`src/rtl/vga_timing_gen.sv`:
```
// Parametrised raster timing generator: sync, data-enable, active coordinates,
// line/frame strobes and frame counter, advancing one pixel per clk with pix_en.
module vga_timing_gen #(
    parameter int unsigned H_FRONT   = 16,
    parameter int unsigned H_SYNC    = 96,
    parameter int unsigned H_BACK    = 48,
    parameter int unsigned H_ACTIVE  = 640,
    parameter int unsigned V_FRONT   = 10,
    parameter int unsigned V_SYNC    = 2,
    parameter int unsigned V_BACK    = 33,
    parameter int unsigned V_ACTIVE  = 480,
    parameter bit          HSYNC_POL = 1'b0,
    parameter bit          VSYNC_POL = 1'b0,
    parameter int unsigned CNT_W     = 10,
    parameter int unsigned FRAME_W   = 16
) (
    input  logic               clk,
    input  logic               rst_n,
    input  logic               pix_en,
    output logic               hsync,
    output logic               vsync,
    output logic               de,
    output logic [CNT_W-1:0]   xpos,
    output logic [CNT_W-1:0]   ypos,
    output logic               line_start,
    output logic               frame_start,
    output logic [FRAME_W-1:0] frame_cnt
);

    localparam int unsigned H_BLANK = H_FRONT + H_SYNC + H_BACK;
    localparam int unsigned H_TOTAL = H_BLANK + H_ACTIVE;
    localparam int unsigned V_BLANK = V_FRONT + V_SYNC + V_BACK;
    localparam int unsigned V_TOTAL = V_BLANK + V_ACTIVE;
    localparam longint unsigned CNT_RANGE = 64'd1 << CNT_W;

    localparam logic [CNT_W-1:0] H_LAST      = CNT_W'(H_TOTAL - 1);
    localparam logic [CNT_W-1:0] H_SYNC_BEG  = CNT_W'(H_FRONT);
    localparam logic [CNT_W-1:0] H_SYNC_END  = CNT_W'(H_FRONT + H_SYNC);
    localparam logic [CNT_W-1:0] H_BLANK_C   = CNT_W'(H_BLANK);
    localparam logic [CNT_W-1:0] V_LAST      = CNT_W'(V_TOTAL - 1);
    localparam logic [CNT_W-1:0] V_SYNC_BEG  = CNT_W'(V_FRONT);
    localparam logic [CNT_W-1:0] V_SYNC_END  = CNT_W'(V_FRONT + V_SYNC);
    localparam logic [CNT_W-1:0] V_BLANK_C   = CNT_W'(V_BLANK);

    if (H_FRONT < 1 || H_SYNC < 1 || H_BACK < 1 || H_ACTIVE < 1 ||
        V_FRONT < 1 || V_SYNC < 1 || V_BACK < 1 || V_ACTIVE < 1 ||
        64'(H_TOTAL) > CNT_RANGE || 64'(V_TOTAL) > CNT_RANGE) begin : g_param_check
        $error("vga_timing_gen: porch/sync/active must be >= 1 and totals must fit CNT_W");
    end

    logic [CNT_W-1:0] h_cnt;
    logic [CNT_W-1:0] v_cnt;
    logic [CNT_W-1:0] h_nxt;
    logic [CNT_W-1:0] v_nxt;
    logic             h_wrap;
    logic             v_wrap;
    logic             h_act_nxt;
    logic             v_act_nxt;

    // Next counter position; equals the current one while pix_en is low.
    always_comb begin
        h_wrap    = (h_cnt == H_LAST);
        v_wrap    = (v_cnt == V_LAST);
        h_nxt     = h_cnt;
        v_nxt     = v_cnt;
        if (pix_en) begin
            h_nxt = h_wrap ? '0 : h_cnt + CNT_W'(1);
            if (h_wrap) begin
                v_nxt = v_wrap ? '0 : v_cnt + CNT_W'(1);
            end
        end
        h_act_nxt = (h_nxt >= H_BLANK_C);
        v_act_nxt = (v_nxt >= V_BLANK_C);
    end

    // Outputs are decoded from the next position so they line up with the counters.
    always_ff @(posedge clk or negedge rst_n) begin
        if (!rst_n) begin
            h_cnt       <= '0;
            v_cnt       <= '0;
            hsync       <= ~HSYNC_POL;
            vsync       <= ~VSYNC_POL;
            de          <= 1'b0;
            xpos        <= '0;
            ypos        <= '0;
            line_start  <= 1'b0;
            frame_start <= 1'b0;
            frame_cnt   <= '0;
        end else begin
            h_cnt       <= h_nxt;
            v_cnt       <= v_nxt;
            hsync       <= (h_nxt >= H_SYNC_BEG && h_nxt < H_SYNC_END) ? HSYNC_POL : ~HSYNC_POL;
            vsync       <= (v_nxt >= V_SYNC_BEG && v_nxt < V_SYNC_END) ? VSYNC_POL : ~VSYNC_POL;
            de          <= h_act_nxt && v_act_nxt;
            xpos        <= (h_act_nxt && v_act_nxt) ? h_nxt - H_BLANK_C : '0;
            ypos        <= v_act_nxt ? v_nxt - V_BLANK_C : '0;
            line_start  <= pix_en && h_wrap;
            frame_start <= pix_en && h_wrap && v_wrap;
            if (pix_en && h_wrap && v_wrap) begin
                frame_cnt <= frame_cnt + FRAME_W'(1);
            end
        end
    end

endmodule

```
`config.mk`:
```
export PLATFORM = sky130hd
export DESIGN_NAME = vga_timing_gen
export DESIGN_NICKNAME = d
export VERILOG_FILES = /design/src/rtl/vga_timing_gen.sv
export SDC_FILE = /design/constraint.sdc
export NUM_CORES = 1
export LEC_CHECK = 0
export CAP_MARGIN = 20
export CORE_ASPECT_RATIO = 1.5
export CORE_UTILIZATION = 59
export DETAILED_ROUTE_END_ITERATION = 8
export PLACE_DENSITY = 0.91
export SLEW_MARGIN = 40
export SYNTH_ARGS = -nofsm -noshare
export SYNTH_HDL_FRONTEND = slang
export SYNTH_SLANG_ARGS = --single-unit
```
`constraint.sdc`:
```
create_clock -name clk -period 5.5 [get_ports clk]
set_input_delay 0.825 -clock clk [delete_from_list [all_inputs] [get_ports clk]]
set_output_delay 0.825 -clock clk [all_outputs]
set_load 0.01 [all_outputs]
```
# [Word level (Yosys, flattened, before mapping)]
# Cells that the tools add are included.
[totals] register_bits=61 input_bits=3 output_inout_bits=41 wordCells=37
[classes] add_sub_neg=5 magnitude_cmp=6 eq_ne=2 n_mux=9 reduce_logical=5
[op_table] cell="two-way mux 10 bit" count=7
[op_table] cell="adder 10 x 1 -> 10 bit (second input constant)" count=2
[op_table] cell="== test 10 bit (second input constant)" count=2
[op_table] cell="adder 16 x 1 -> 16 bit (second input constant)" count=1
[op_table] cell="greater-or-equal comparator 10 x 4 -> 1 bit (second input constant)" count=1
[op_table] cell="greater-or-equal comparator 10 x 5 -> 1 bit (second input constant)" count=1
[op_table] cell="greater-or-equal comparator 10 x 6 -> 1 bit (second input constant)" count=1
[op_table] cell="greater-or-equal comparator 10 x 8 -> 1 bit (second input constant)" count=1
[op_table] cell="< comparator 10 x 4 -> 1 bit (second input constant)" count=1
[op_table] cell="< comparator 10 x 7 -> 1 bit (second input constant)" count=1
[op_table] cell="subtractor 10 x 6 -> 10 bit (second input constant)" count=1
[op_table] cell="subtractor 10 x 8 -> 10 bit (second input constant)" count=1
[op_table] cell="logical AND 1 bit" count=5
[op_table] cell="two-way mux 1 bit" count=2

# [Longest topological paths before layout]
# Gate-level depths: netlist of run 1.
[logic_depth] depth_word=7 mapped_depth=16 mapped_depth_nobuf=14

# [Worst setup path before layout of run 1]
# Ideal clock, no wire load.
[synth_timing] path_kind="input port to flip-flop" start="in pix_en" end="reg xpos[0]" setup_time_ns=0.125 t_arrival_ns=3.151 required_ns=5.375 setup_slack_ns=2.224 cell_stages=16 n_path_buf=3 path_cell_list="buf_2 and3_1 nand4_2 inv_1 buf_2 and2_1 nand2_1 o21ai_0 inv_1 ha_1 o21ai_0 nor4b_1 a211o_4 o21ai_4 buf_6 nor3_2"
[synth_between] elab_chain_len=4 elab_cells_between_ends=7 classes_between="add/sub: 1; order compare: 2; mux: 3; reduce/logical: 1"
[synth_rtl] item="from (decl)" line_no="19" source="input logic pix_en,"
[synth_rtl] item="two-way mux 10 bit" line_no="66" source="if (pix_en) begin"
[synth_rtl] item="via v_nxt[1]" line_no="54" source="logic [CNT_W-1:0] v_nxt;"
[synth_rtl] item="greater-or-equal comparator 10 x 6 -> 1 bit" line_no="73" source="v_act_nxt = (v_nxt >= V_BLANK_C);"
[synth_rtl] item="logical AND 1 bit" line_no="95" source="xpos <= (h_act_nxt && v_act_nxt) ? h_nxt - H_BLANK_C : '0;"
[synth_rtl] item="two-way mux 10 bit" line_no="95"
[synth_rtl] item="to (signal assigned)" line_no="95"
[synth_rtl] item="to (decl)" line_no="23" source="output logic [CNT_W-1:0] xpos,"
# The timed path passes the listed nets, and every way through them passes these cells.
# A chain may end at the register's enable or synchronous reset.

# [Worst setup path in the final report of run 1]
[layout_timing] start="in pix_en" end="reg xpos[2]"
# The elaborated chain is that of the path after synthesis.

==> metrics.yaml, run 1 <==
avgRoutedWirePerCell_um: 17.3
power_uw: 1030
startpoint_type: "input pin"
drc_errors: 0
grt_max_degree: 62
cp-end-kind: "register"
clkSinkCount: 61
cts_tree: "built"
synth.most_common_cell: "dfrtp_1"
antenna_found_initial: 0
synthSimpleGateAreaFrac_pct: 23.0
seq_area_sq_um: 1530
coreArea_sq_um: 4930
multi_input_area_sq_um: 1450
drive_above_1_share_pct: 13.7
critical_path_buf_inv_count: 4
grt_pass1_vias: 2547
synthFlopType: "dfrtp_1"
fin_tns_setup_ns: 0
ys_types: 60
synth_top_family_by_area: "simple AND/OR/NAND/NOR gates"
synth_adder_area_share_pct: 3.23
num_antenna_cells: 0
netlist_top_cells_area: "dfrtp_1 (48%), xnor2_1 (4.8%), ha_1 (3.2%), xor2_1 (3.1%), nand2_1 (2.9%)"
hold_viol_final: 0
via_per_inst: 5.83
period_needed_ns: 4.00
synth-compound-area-share_pct: 9.98
synth_top_cell_area_share_pct: 47.7
postCtsHoldBufs: 0
cts_resized: 0
fin_crit_sh_pct: 72.6
hpwl_mm: 5.35
ir_drop_v: 0.000255
cts_root_buffer: "clkbuf_8"
die_area_sq_um: 5550
grt_setup_unrepaired: "no"
fmax_ghz: 0.250
p_leak_uw: 0.00174
htreeDepth: 3
cap_viol_max_count: 0
cp_slowest_stage_delay_ns: 0.64
synth_top_area_cell: "dfrtp_1"
min_path_type: "reg -> reg"
finClkSkew_ns: 0.00991
syn_inst: 297
synth.avg_cell_area_sq_um: 10.4
syn_to_final_growth_pct: 21.2
async_reset_ff_share_pct: 100
post_cts_buffers: 0
synth_area_sq_um: 3100
numCtsBuffers: 9
dr.pass1.iters: 4
yosys-top-cells-count: "dfrtp_1 (59), nand2_1 (24), inv_1 (20), nor2_1 (20), xnor2_1 (17)"
synth_seq_cells: 61
initial_core_util_pct: 62.8
syn-num-nets: 308
maxSlewHeadroom_pct: 62.0
synth_xor_area_share_pct: 8.45
slowest_stage: "clkdlybuf4s50_1"
cp.required_ns: 5.72
cp.depth: 15
dp.cells: 401
finalNetCount: 357
gr-total-overflow: 0
grt_use_total_pct: 31.1
ys_warn_count: 0
path_clk_slew_ns: 0.07
rr_worst_depth: 12
clockBufferDepth: 2
die_x_um: 61.1
postRouteAntennaNets: 0
worstMarginPinSlew_ns: 0.564
synth_edf_count: 0
synth_seq_area_share_pct: 49.4
fp-row-count: 31
crit_type: "in -> reg"
layout.cells.non_filler: 417
status: "completed"
muxShareOfSynthArea_pct: 2.18
cp_max_fo: 16
hold_depth: 1
ios: 44
drtIter0Drc: 160
io_buffers: 43
wl_mm: 7.21
gp_congestion: 0.890
die_y_um: 90.7
grt_pass1_wl_mm: 12.4
power_density_nw_per_um2: 274
cp_data_arrival_time_ns: 4.21
slew_violations: 0
cp_cell_sequence: "clkdlybuf4s50_1 -> and3_1 -> nand4_2 -> buf_4 -> inv_1 -> and2_1 -> nand2_1 -> o21ai_0 -> inv_1 -> ha_1 -> o21ai_0 -> nor4b_1 -> a211o_4 -> o21ai_4 -> nor2b_1"
critPathTopFamily: "buffers and inverters"
nFillCells: 362
num_vias: 2432
setup_viol: 0
clock_latency_ns: 0.35
## layout by cell type, fill, tap and decap left out, types with 2 or more instances in the layout
master / Yosys / final
dfstp_2: 2 / 2
or2_2: 2 / 2
inv_1: 20 / 20
and2_1: 2 / 2
nor4b_1: 3 / 3
a22oi_1: 2 / 2
nor2_4: 2 / 2
o31a_1: 2 / 2
ha_1: 8 / 8
clkinv_2: 0 / 4
or3_1: 3 / 3
nand2_1: 24 / 24
nor4_1: 4 / 4
clkinvlp_4: 0 / 3
nand2b_1: 3 / 3
o21ai_0: 13 / 13
dfrtp_1: 59 / 59
nor2_1: 20 / 20
xor2_1: 11 / 11
o211ai_1: 2 / 2
o31ai_1: 4 / 4
nor3_2: 2 / 2
xnor2_1: 17 / 17
a21oi_1: 7 / 7
nor4_4: 2 / 2
mux2i_1: 3 / 3
clkdlybuf4s50_1: 0 / 42
mux2_2: 2 / 2
nand3_1: 14 / 14
and3_1: 6 / 6
nor3_1: 4 / 4
clkbuf_8: 0 / 9
nand4_1: 13 / 13
nor2_2: 6 / 6
or4_1: 2 / 2
## metrics by stage
step / hold slack [ns] / utilization, % / setup WS [ns] / cell area [sq um]
after floorplan: 0.507 / - / 2.22 / 3100
after global placement: 0.463 / 72.7 / 1.29 / 3580
after detailed placement: 0.483 / 72.7 / 1.18 / 3580
after CTS: 0.496 / 76.1 / 1.54 / 3750
after global routing: 0.519 / 76.2 / 1.27 / 3750
final: 0.488 / 76.2 / 1.50 / 3750
## cell type report
cell class,instances,share of cell area [%]
clock buffers,9,3.30
clock inverters,7,1.13
inverters,21,2.10
multi-input cells,208,38.7
flip-flops and latches,61,40.7
well taps,66,2.20
repair buffers,45,11.8
## worst paths after layout
kind                          startpoint       endpoint  slack, ns
hold reg to reg            frame_cnt[15]  frame_cnt[15]       0.49
setup reg to reg                v_cnt[0]        xpos[2]       1.95
max in group asynchronous          rst_n          hsync       4.58
min in group asynchronous          rst_n  frame_cnt[10]       0.54
setup / recovery                  pix_en        xpos[2]       1.50
hold / removal             frame_cnt[15]  frame_cnt[15]       0.49
## worst register-to-register path, cell delays in order (launching register included)
cell and delay (ns):
dfrtp_1 0.42, inv_1 0.12, ha_1 0.19, nand4bb_1 0.20
or4_1 0.65, and2_1 0.23, mux2_2 0.30, inv_1 0.09
ha_1 0.19, a21oi_1 0.08, o31a_2 0.42, o21ai_4 0.44
nor2b_1 0.10
## where the power goes
part | switching [uW] | internal (uW)
registers | 42.1 | 483
logic | 102 | 64.4
clock network | 177 | 159
total | 321 | 707
## routing by layer
| layer | wire [um] | share of wire, % | GRT usage, % |
|---|---|---|---|
| met2 | 4180 | 58 | 51.6 |
| met5 | 0 | 0 | 0 |
| met3 | 279 | 3.9 | 7.88 |
| met1 | 2520 | 35 | 34.3 |
| met4 | 230 | 3.2 | 18.2 |
## kinds of logic (layout without fill, tap and decap cells)
group | after synthesis | after routing
AO/OA/AOI/OAI | 44 | 44
XOR/XNOR | 29 | 29
adder cells (fa/ha/maj) | 8 | 8
buffers and inverters | 28 | 82
flip-flops | 61 | 61
multiplexers | 6 | 6
AND/OR/NAND/NOR | 121 | 121
## sequential cells by signal, indices dropped and copies added (netlist names), 10 cells and up
name and cells:
frame_cnt 16, ypos 10, xpos 10, h_cnt 10, v_cnt 10
No activity file was read; power rests on OpenSTA's default activity.
==> run 2, diff against run 1 <==
Settings changed: CORE_UTILIZATION 59 to 54, PLACE_DENSITY 0.91 to 0.85.
Clock period 5.5 ns to 3.9 ns, I/O delays scaled along.
==> run 2 against run 1 <==
  * Via count shrank 0.37%
  * Register-to-register slack lost 1.6 ns
  * Cell count grew 1.4%
  * Clock power grew 61%
  * First-iteration DRC count shrank 44%
==> metrics.yaml, run 2 (synthesized netlist as in run 1, its figures left out) <==
status: "completed"
io_buffers: 43
fin_tns_setup_ns: 0
worstMarginPinSlew_ns: 0.665
setup_viol: 0
ir_drop_v: 0.000291
finClkSkew_ns: 0.00888
cp-end-kind: "register"
initial_core_util_pct: 56.4
gp_congestion: 1.01
via_per_inst: 5.73
clockBufferDepth: 2
maxSlewHeadroom_pct: 55.7
gr-total-overflow: 0
fp-row-count: 33
cp_cell_sequence: "inv_1 -> ha_1 -> nand4bb_1 -> or4_1 -> and2_1 -> mux2_2 -> inv_1 -> ha_1 -> a21oi_1 -> o31a_2 -> o21ai_4 -> nor2b_1"
drive_above_1_share_pct: 13.6
power_density_nw_per_um2: 397
grt_max_degree: 33
cp_max_fo: 11
die_x_um: 63.8
power_uw: 1510
startpoint_type: "register"
finalNetCount: 359
grt_use_total_pct: 24.5
reg2reg_slack_ns: 0.30
multi_input_area_sq_um: 1450
layout_commonest_cell: "dfrtp_1"
ios: 44
r2r_start: "v_cnt[0]"
cts_root_buffer: "clkbuf_8"
drt-met1-wl_mm: 2.58
min_path_type: "in -> async"
drc_errors: 0
postRouteAntennaNets: 0
seq_area_sq_um: 1530
dr_wl_met2_mm: 3.44
wl_mm: 6.50
htreeDepth: 3
slowest_stage: "or4_1"
num_vias: 2423
period_needed_ns: 3.60
num_antenna_cells: 0
cts_resized: 0
coreArea_sq_um: 5490
cp-startpoint: "v_cnt[0]"
slew_violations: 0
cp_slowest_stage_delay_ns: 0.65
dr.pass1.iters: 4
dp.cells: 407
die_y_um: 94.7
syn_to_final_growth_pct: 22.6
cap_viol_max_count: 0
cts_tree: "built"
nFillCells: 429
p_leak_uw: 0.00176
post_cts_buffers: 0
dp_worst_setup_slack_ns: 0.297
cp.required_ns: 4.10
antenna_found_initial: 0
grt_setup_unrepaired: "no"
drtIter0Drc: 90
grt_pass1_wl_mm: 11.2
avgRoutedWirePerCell_um: 15.4
layout.cells.non_filler: 423
fmax_ghz: 0.278
numCtsBuffers: 9
fin_crit_sh_pct: 92.2
largest_register: "frame_cnt"
fin_ws_ns: 0.303
hold_viol_final: 0
path_clk_slew_ns: 0.07
crit_type: "reg -> reg"
rr_endpoint: "xpos[2]"
postCtsHoldBufs: 0
cp_data_arrival_time_ns: 3.80
clkSinkCount: 61
top_layer: "met4"
die_area_sq_um: 6050
clock_latency_ns: 0.34
hpwl_mm: 4.90
rr_worst_depth: 12
grt_pass1_vias: 2477
wl_met3_um: 284
largest_register_ff_count: 16
final_cell_mix: "dfrtp_1 (59), clkdlybuf4s50_1 (42), nand2_1 (24), inv_1 (20), nor2_1 (20)"
-- run 2: changes by cell type in the layout (fill, tap and decap cells not counted) --
cell / previous run / this run
clkinv_2: 4 / 2
clkinvlp_4: 3 / 1
buf_4: 1 / 4
buf_6: 1 / 0
bufinv_16: 0 / 1
clkbuf_1: 0 / 2
clkbuf_8: 9 / 10
-- run 2: per-stage QoR --
step / hold WS [ns] / utilization (%) / area [sq um]
after floorplan: 0.289 / - / 3100
after global placement: 0.462 / 65.6 / 3600
after detailed placement: 0.468 / 65.6 / 3600
after CTS: 0.280 / 69.1 / 3790
after global routing: 0.314 / 69.1 / 3790
final: 0.271 / 69.1 / 3790
-- run 2: worst max-delay path by stage --
stage               to  depth (start not counted)
3_3_place_gp   xpos[2]                         12
3_5_place_dp   xpos[2]                         14
5_1_grt        xpos[2]                         12
6_report       xpos[2]                         12
4_1_cts        xpos[2]                         12
2_1_floorplan  xpos[0]                         16
-- run 2: where the power goes --
part           internal, uW  switching (uW)  leakage [uW]  total (uW)
combinational          90.2             138      0.000872         228
clock                   310             231     0.0000964         541
sequential              682            56.7      0.000795         738
-- run 2: layout make-up --
type	instances	share of cell area [%]
sequential	61	40.3
multi-input combinational	208	38.2
timing repair buffer	47	12.0
clock buffer	12	3.82
tap	70	2.31
inverter	21	2.08
clock inverter	4	1.25
-- run 2: worst max-delay path: cells and delay by family (launching register included) --
family	cells	cell delay (ns)
buffers and inverters	2	0.23
and+or+nand+nor	4	1.17
AOI/OAI and AO/OA	3	0.95
adders and majority gates	2	0.38
DFF	1	0.42
muxes	1	0.31
-- run 2: metal layers --
metal,up-vias,global-route usage [%]
li1,1143,-
met1,1191,26.7
met2,70,42.8
met3,19,7.25
met4,0,12.1
met5,-,0
==> run 3, diff against run 2 <==
Settings changed: GPL_TIMING_DRIVEN from default to 0.
==> run 3 against run 2 <==
  * Hold slack got worse by 0.11 ns
  * Die area did not move
  * Critical path depth grew 1
  * Non-clock buffer count up 3
  * Register-to-register slack improved by 0.07 ns
  * Worst setup slack gained 0.075 ns
  * Power grew 8.0%
  * Combinational power fell by 3%
  * Flip-flop and latch count unchanged
  * Maximum frequency increased by 2.1%
  * Cell area grew 1.8%
  * Highest routed layer unchanged
==> metrics.yaml, run 3 (synthesized netlist as in run 1, its figures left out) <==
cts_resized: 0
intPower_uw: 1200
drive_above_1_share_pct: 14.0
fp-row-count: 33
combPwrFrac_pct: 13.6
post_cts_buffers: 0
pwr-share-seq_pct: 45.2
layout_commonest_cell: "dfrtp_1"
final_cell_mix: "dfrtp_1 (59), clkdlybuf4s50_1 (41), nand2_1 (24), inv_1 (20), nor2_1 (20)"
coreArea_sq_um: 5490
hpwl_mm: 5.00
fin_tns_setup_ns: 0
clock_latency_ns: 0.34
min_path_type: "in -> async"
initial_core_util_pct: 56.4
grt_use_total_pct: 25.7
dr_wl_met2_mm: 3.62
startpoint_type: "register"
hold_viol_final: 0
p_leak_uw: 0.00180
p_sw_uw: 428
fmax_ghz: 0.284
drt-met1-wl_mm: 2.56
drtIter0Drc: 117
finalNetCount: 362
io_buffers: 42
power_density_nw_per_um2: 421
fin_crit_sh_pct: 90.3
numCtsBuffers: 9
netSwitchingFraction_pct: 26.3
cts_tree: "built"
die_y_um: 94.7
cp_max_fo: 10
path_clk_slew_ns: 0.07
gp_congestion: 0.912
die_area_sq_um: 6050
cp-startpoint: "v_cnt[0]"
cap_viol_max_count: 0
ir_drop_v: 0.000319
crit_type: "reg -> reg"
setup_viol: 0
wl_met3_um: 256
period_needed_ns: 3.52
grt_pass1_vias: 2456
htreeDepth: 3
clkSinkCount: 61
clockBufferDepth: 2
final_util_pct: 70.4
avgRoutedWirePerCell_um: 15.7
cp_data_arrival_time_ns: 3.75
status: "completed"
finClkSkew_ns: 0.00697
die_x_um: 63.8
worstMarginPinSlew_ns: 0.605
slew_violations: 0
wl_mm: 6.70
top_layer: "met4"
maxSlewHeadroom_pct: 59.3
clockPowerShare_pct: 41.2
drc_errors: 0
largest_register: "frame_cnt"
cp.required_ns: 4.12
gr-total-overflow: 0
syn_to_final_growth_pct: 24.9
ios: 44
largest_register_ff_count: 16
postRouteAntennaNets: 0
r2r_start: "v_cnt[0]"
cp-end-kind: "register"
antenna_found_initial: 0
postCtsHoldBufs: 0
grt_pass1_wl_mm: 11.6
grt_max_degree: 32
grt_setup_unrepaired: "no"
num_antenna_cells: 0
dr.pass1.iters: 4
num_vias: 2394
cts_root_buffer: "clkbuf_8"
via_per_inst: 5.62
==> run 3: cell count changes in the layout (fill, tap and decap cells not counted), sizes merged <==
cell           before  now
clkinvlp            1    0
clkinv              2    1
clkbuf             12   17
clkdlybuf4s50      42   41
bufinv              1    2
==> run 3: power by group through the flow <==
stage          Sequential (uW)  Clock (uW)  Combinational (uW)
2_1_floorplan              740           0                 154
3_3_place_gp               748           0                 213
3_5_place_dp               747           0                 226
4_1_cts                    736         683                 227
5_1_grt                    747         707                 250
6_report                   737         670                 222
==> run 3: through the flow <==
stage | instance area, sq um | cells | hold slack (ns) | setup slack (ns) | total power (uW)
detailed placement | 3620 | 410 | 0.485 | 0.361 | 973
finish | 3860 | 426 | 0.166 | 0.378 | 1630
CTS | 3860 | 426 | 0.169 | 0.386 | 1650
floorplan | 3100 | 297 | 0.289 | 0.864 | 894
global route | 3860 | 426 | 0.189 | 0.144 | 1700
global placement | 3600 | 409 | 0.463 | 0.397 | 961
==> run 3: metal layers <==
layer	vias up	GRT usage, %
li1	1150	-
met1	1159	27.2
met4	0	17.6
met5	-	0
met2	63	45.8
met3	22	4.71
==> run 3: layout make-up <==
class                   count  area [sq um]
inverters                  21          78.8
well taps                  70          87.6
fillers                   421          1630
clock inverters             3          65.1
multi-input cells         208          1450
clock buffers              13           179
plain buffers               7          36.3
repair buffers             43           438
flip-flops and latches     61          1530
==> run 3: worst paths after layout <==
| check | end | slack, ns | cells past startpoint |
|---|---|---|---|
| setup / recovery | xpos[1] | 0.38 | 13 |
| hold / removal | frame_cnt[9] | 0.17 | 1 |
| setup reg to reg | xpos[1] | 0.38 | 13 |
| hold reg to reg | frame_cnt[10] | 0.50 | 1 |
| max in group asynchronous | hsync | 3.16 | 2 |
| min in group clk | frame_cnt[10] | 0.50 | 1 |
==> run 3: critical path, cell delays in order (launching register included) <==
cell and delay, ns:
dfrtp_1 0.43, inv_1 0.12, ha_1 0.19, nand4bb_1 0.21, or4_1 0.64, and2_1 0.23
mux2_2 0.32, inv_1 0.10, ha_1 0.21, a21oi_1 0.10, o31a_2 0.44, o21ai_4 0.18
buf_6 0.18, nor3_2 0.05
==> patch (settings of run 2) <==
Change the parameter `CNT_W` from 10 to 11.
--- a/src/rtl/vga_timing_gen.sv
+++ b/src/rtl/vga_timing_gen.sv
@@ -11,7 +11,7 @@
     parameter int unsigned V_ACTIVE  = 480,
     parameter bit          HSYNC_POL = 1'b0,
     parameter bit          VSYNC_POL = 1'b0,
-    parameter int unsigned CNT_W     = 10,
+    parameter int unsigned CNT_W     = 11,
     parameter int unsigned FRAME_W   = 16
 ) (
     input  logic               clk,
Ports: changed (resized xpos and ypos); port bits go from 44 to 46. The function was not compared with the original's and may differ.
==> patch against run 2 <==
Utilization shrank 0.94 points; worst setup slack gained 350 ps; cell area is 12% higher; via count increased by 9.7%; sequential cell count up 4; synthesized cell count increased by 11%; synthesized area grew 13%; power up 14%; wire length up 10%; clock skew rose by 3.9 ps; critical endpoint is now xpos[10]$_DFF_PN0_; largest power group unchanged; highest routed layer unchanged.
==> patch: results (changes against run 2) <==
Status
  • Status: completed (unchanged)

Synthesis
  • Top post-synthesis cells by area: dfrtp_1, xnor2_1, ha_1 (unchanged)
  • Most used standard cells in the synthesized netlist: dfrtp_1, nor2_1, xnor2_1 (was dfrtp_1, nand2_1, inv_1, nor2_1, xnor2_1)
  • Synthesized Nets: 344 (was 308)
  • Synth Area in Adders: 3.57% (was 3.23%)
  • Count of unique library cells instantiated by Yosys: 66 (was 60)
  • Mux share of post-synthesis cell area: 0.607% (was 2.18%)
  • Register area share after synthesis: 46.5% (was 49.4%)
  • Area fraction in compound gates after synthesis: 10.7% (was 9.98%)

Setup path
  • Reg-to-reg slack, setup: 690 ps (was 300 ps)
  • Delay contributed by the slowest stage of the critical path: 500 ps (was 650 ps)
  • Path depth of the worst reg2reg path: 11 (was 12)
  • Critical Path AT: 3510 ps (was 3800 ps)
  • Worst r2r src: h_cnt[0]$_DFF_PN0_ (was v_cnt[0]$_DFF_PN0_)
  • End point of the critical path: xpos[10]$_DFF_PN0_ (was xpos[2]$_DFF_PN0_)
  • Crit path launch: pix_en (was v_cnt[0]$_DFF_PN0_)
  • Maximum fanout encountered on the critical timing path: 12 (was 11)
  • Master of the slowest instance on the critical path: clkdlybuf4s50_1 (was or4_1)

Global routing
  • Antenna violations before repair: 0 (unchanged)
  • Total Routing Usage GR: 23.9% (was 24.5%)
  • Largest net degree at the start of global routing: 36 (was 33)
  • First-pass GRT wire length: 11900 µm (was 11200 µm)
  • Vias in the first global route: 2620 (was 2477)

Routing
  • Per-cell via count in the routed design: 5.79 (was 5.73)
  • WL final: 7160 µm (was 6500 µm)
  • Initial detailed-routing violation count: 196 (was 90)

STA
  • Final min period: 3250 ps (was 3600 ps)
  • Worst-margin pin slew: 807 ps (was 665 ps)
  • Worst hold slack: 162 ps (was 271 ps)
  • Worst Skew: 12.8 ps (was 8.88 ps)

Finish
  • Final net count: 393 (was 359)
  • Number of fill cells in the layout: 475 (was 429)

Placement
  • Last weighted congestion value of the routability-driven placer: 0.920 (was 1.01)
  • Worst slack at placement: 312 ps (was 297 ps)
  • Placed wire-length estimate: 5300 µm (was 4900 µm)
  • Port buffer count: 45 (was 43)

Power and ir drop
  • VDD IR-drop max: 0.000349 V (was 0.000291 V)
  • Leakage component of the power: 1.84 nW (was 1.76 nW)

CTS
  • Clock insertion delay at the later pin of the skew report: approximately 350 ps
  • Count of buffers added by post-CTS timing repair for setup: 0 (unchanged)
-- patch: area by class of cell --
cell class,count,area share [%]
Multi-Input combinational cell,235,40.9
Clock buffer,9,2.92
Clock inverter,7,2.39
Inverter,20,1.89
Sequential cell,65,38.4
Timing Repair Buffer,49,11.3
Tap cell,74,2.18
-- patch: report_power, final --
part	switching [mW]	total [mW]	internal (mW)
combinational	0.176	0.301	0.125
sequential	0.0673	0.786	0.718
clock	0.271	0.635	0.365
total	0.514	1.72	1.21
-- patch: per-layer routing --
metal	wire length (µm)	global-route usage, %	vias up
met3	264	6.33	18
met4	206	13.0	0
met2	3870	40.1	69
met1	2820	26.9	1289
met5	0	0	-
li1	-	-	1281
-- patch: per-stage QoR --
step,cell area (µm²),std cells
finish,4240,459
global route,4240,459
CTS,4240,459
detailed placement,4010,443
global placement,4010,443
floorplan,3510,331
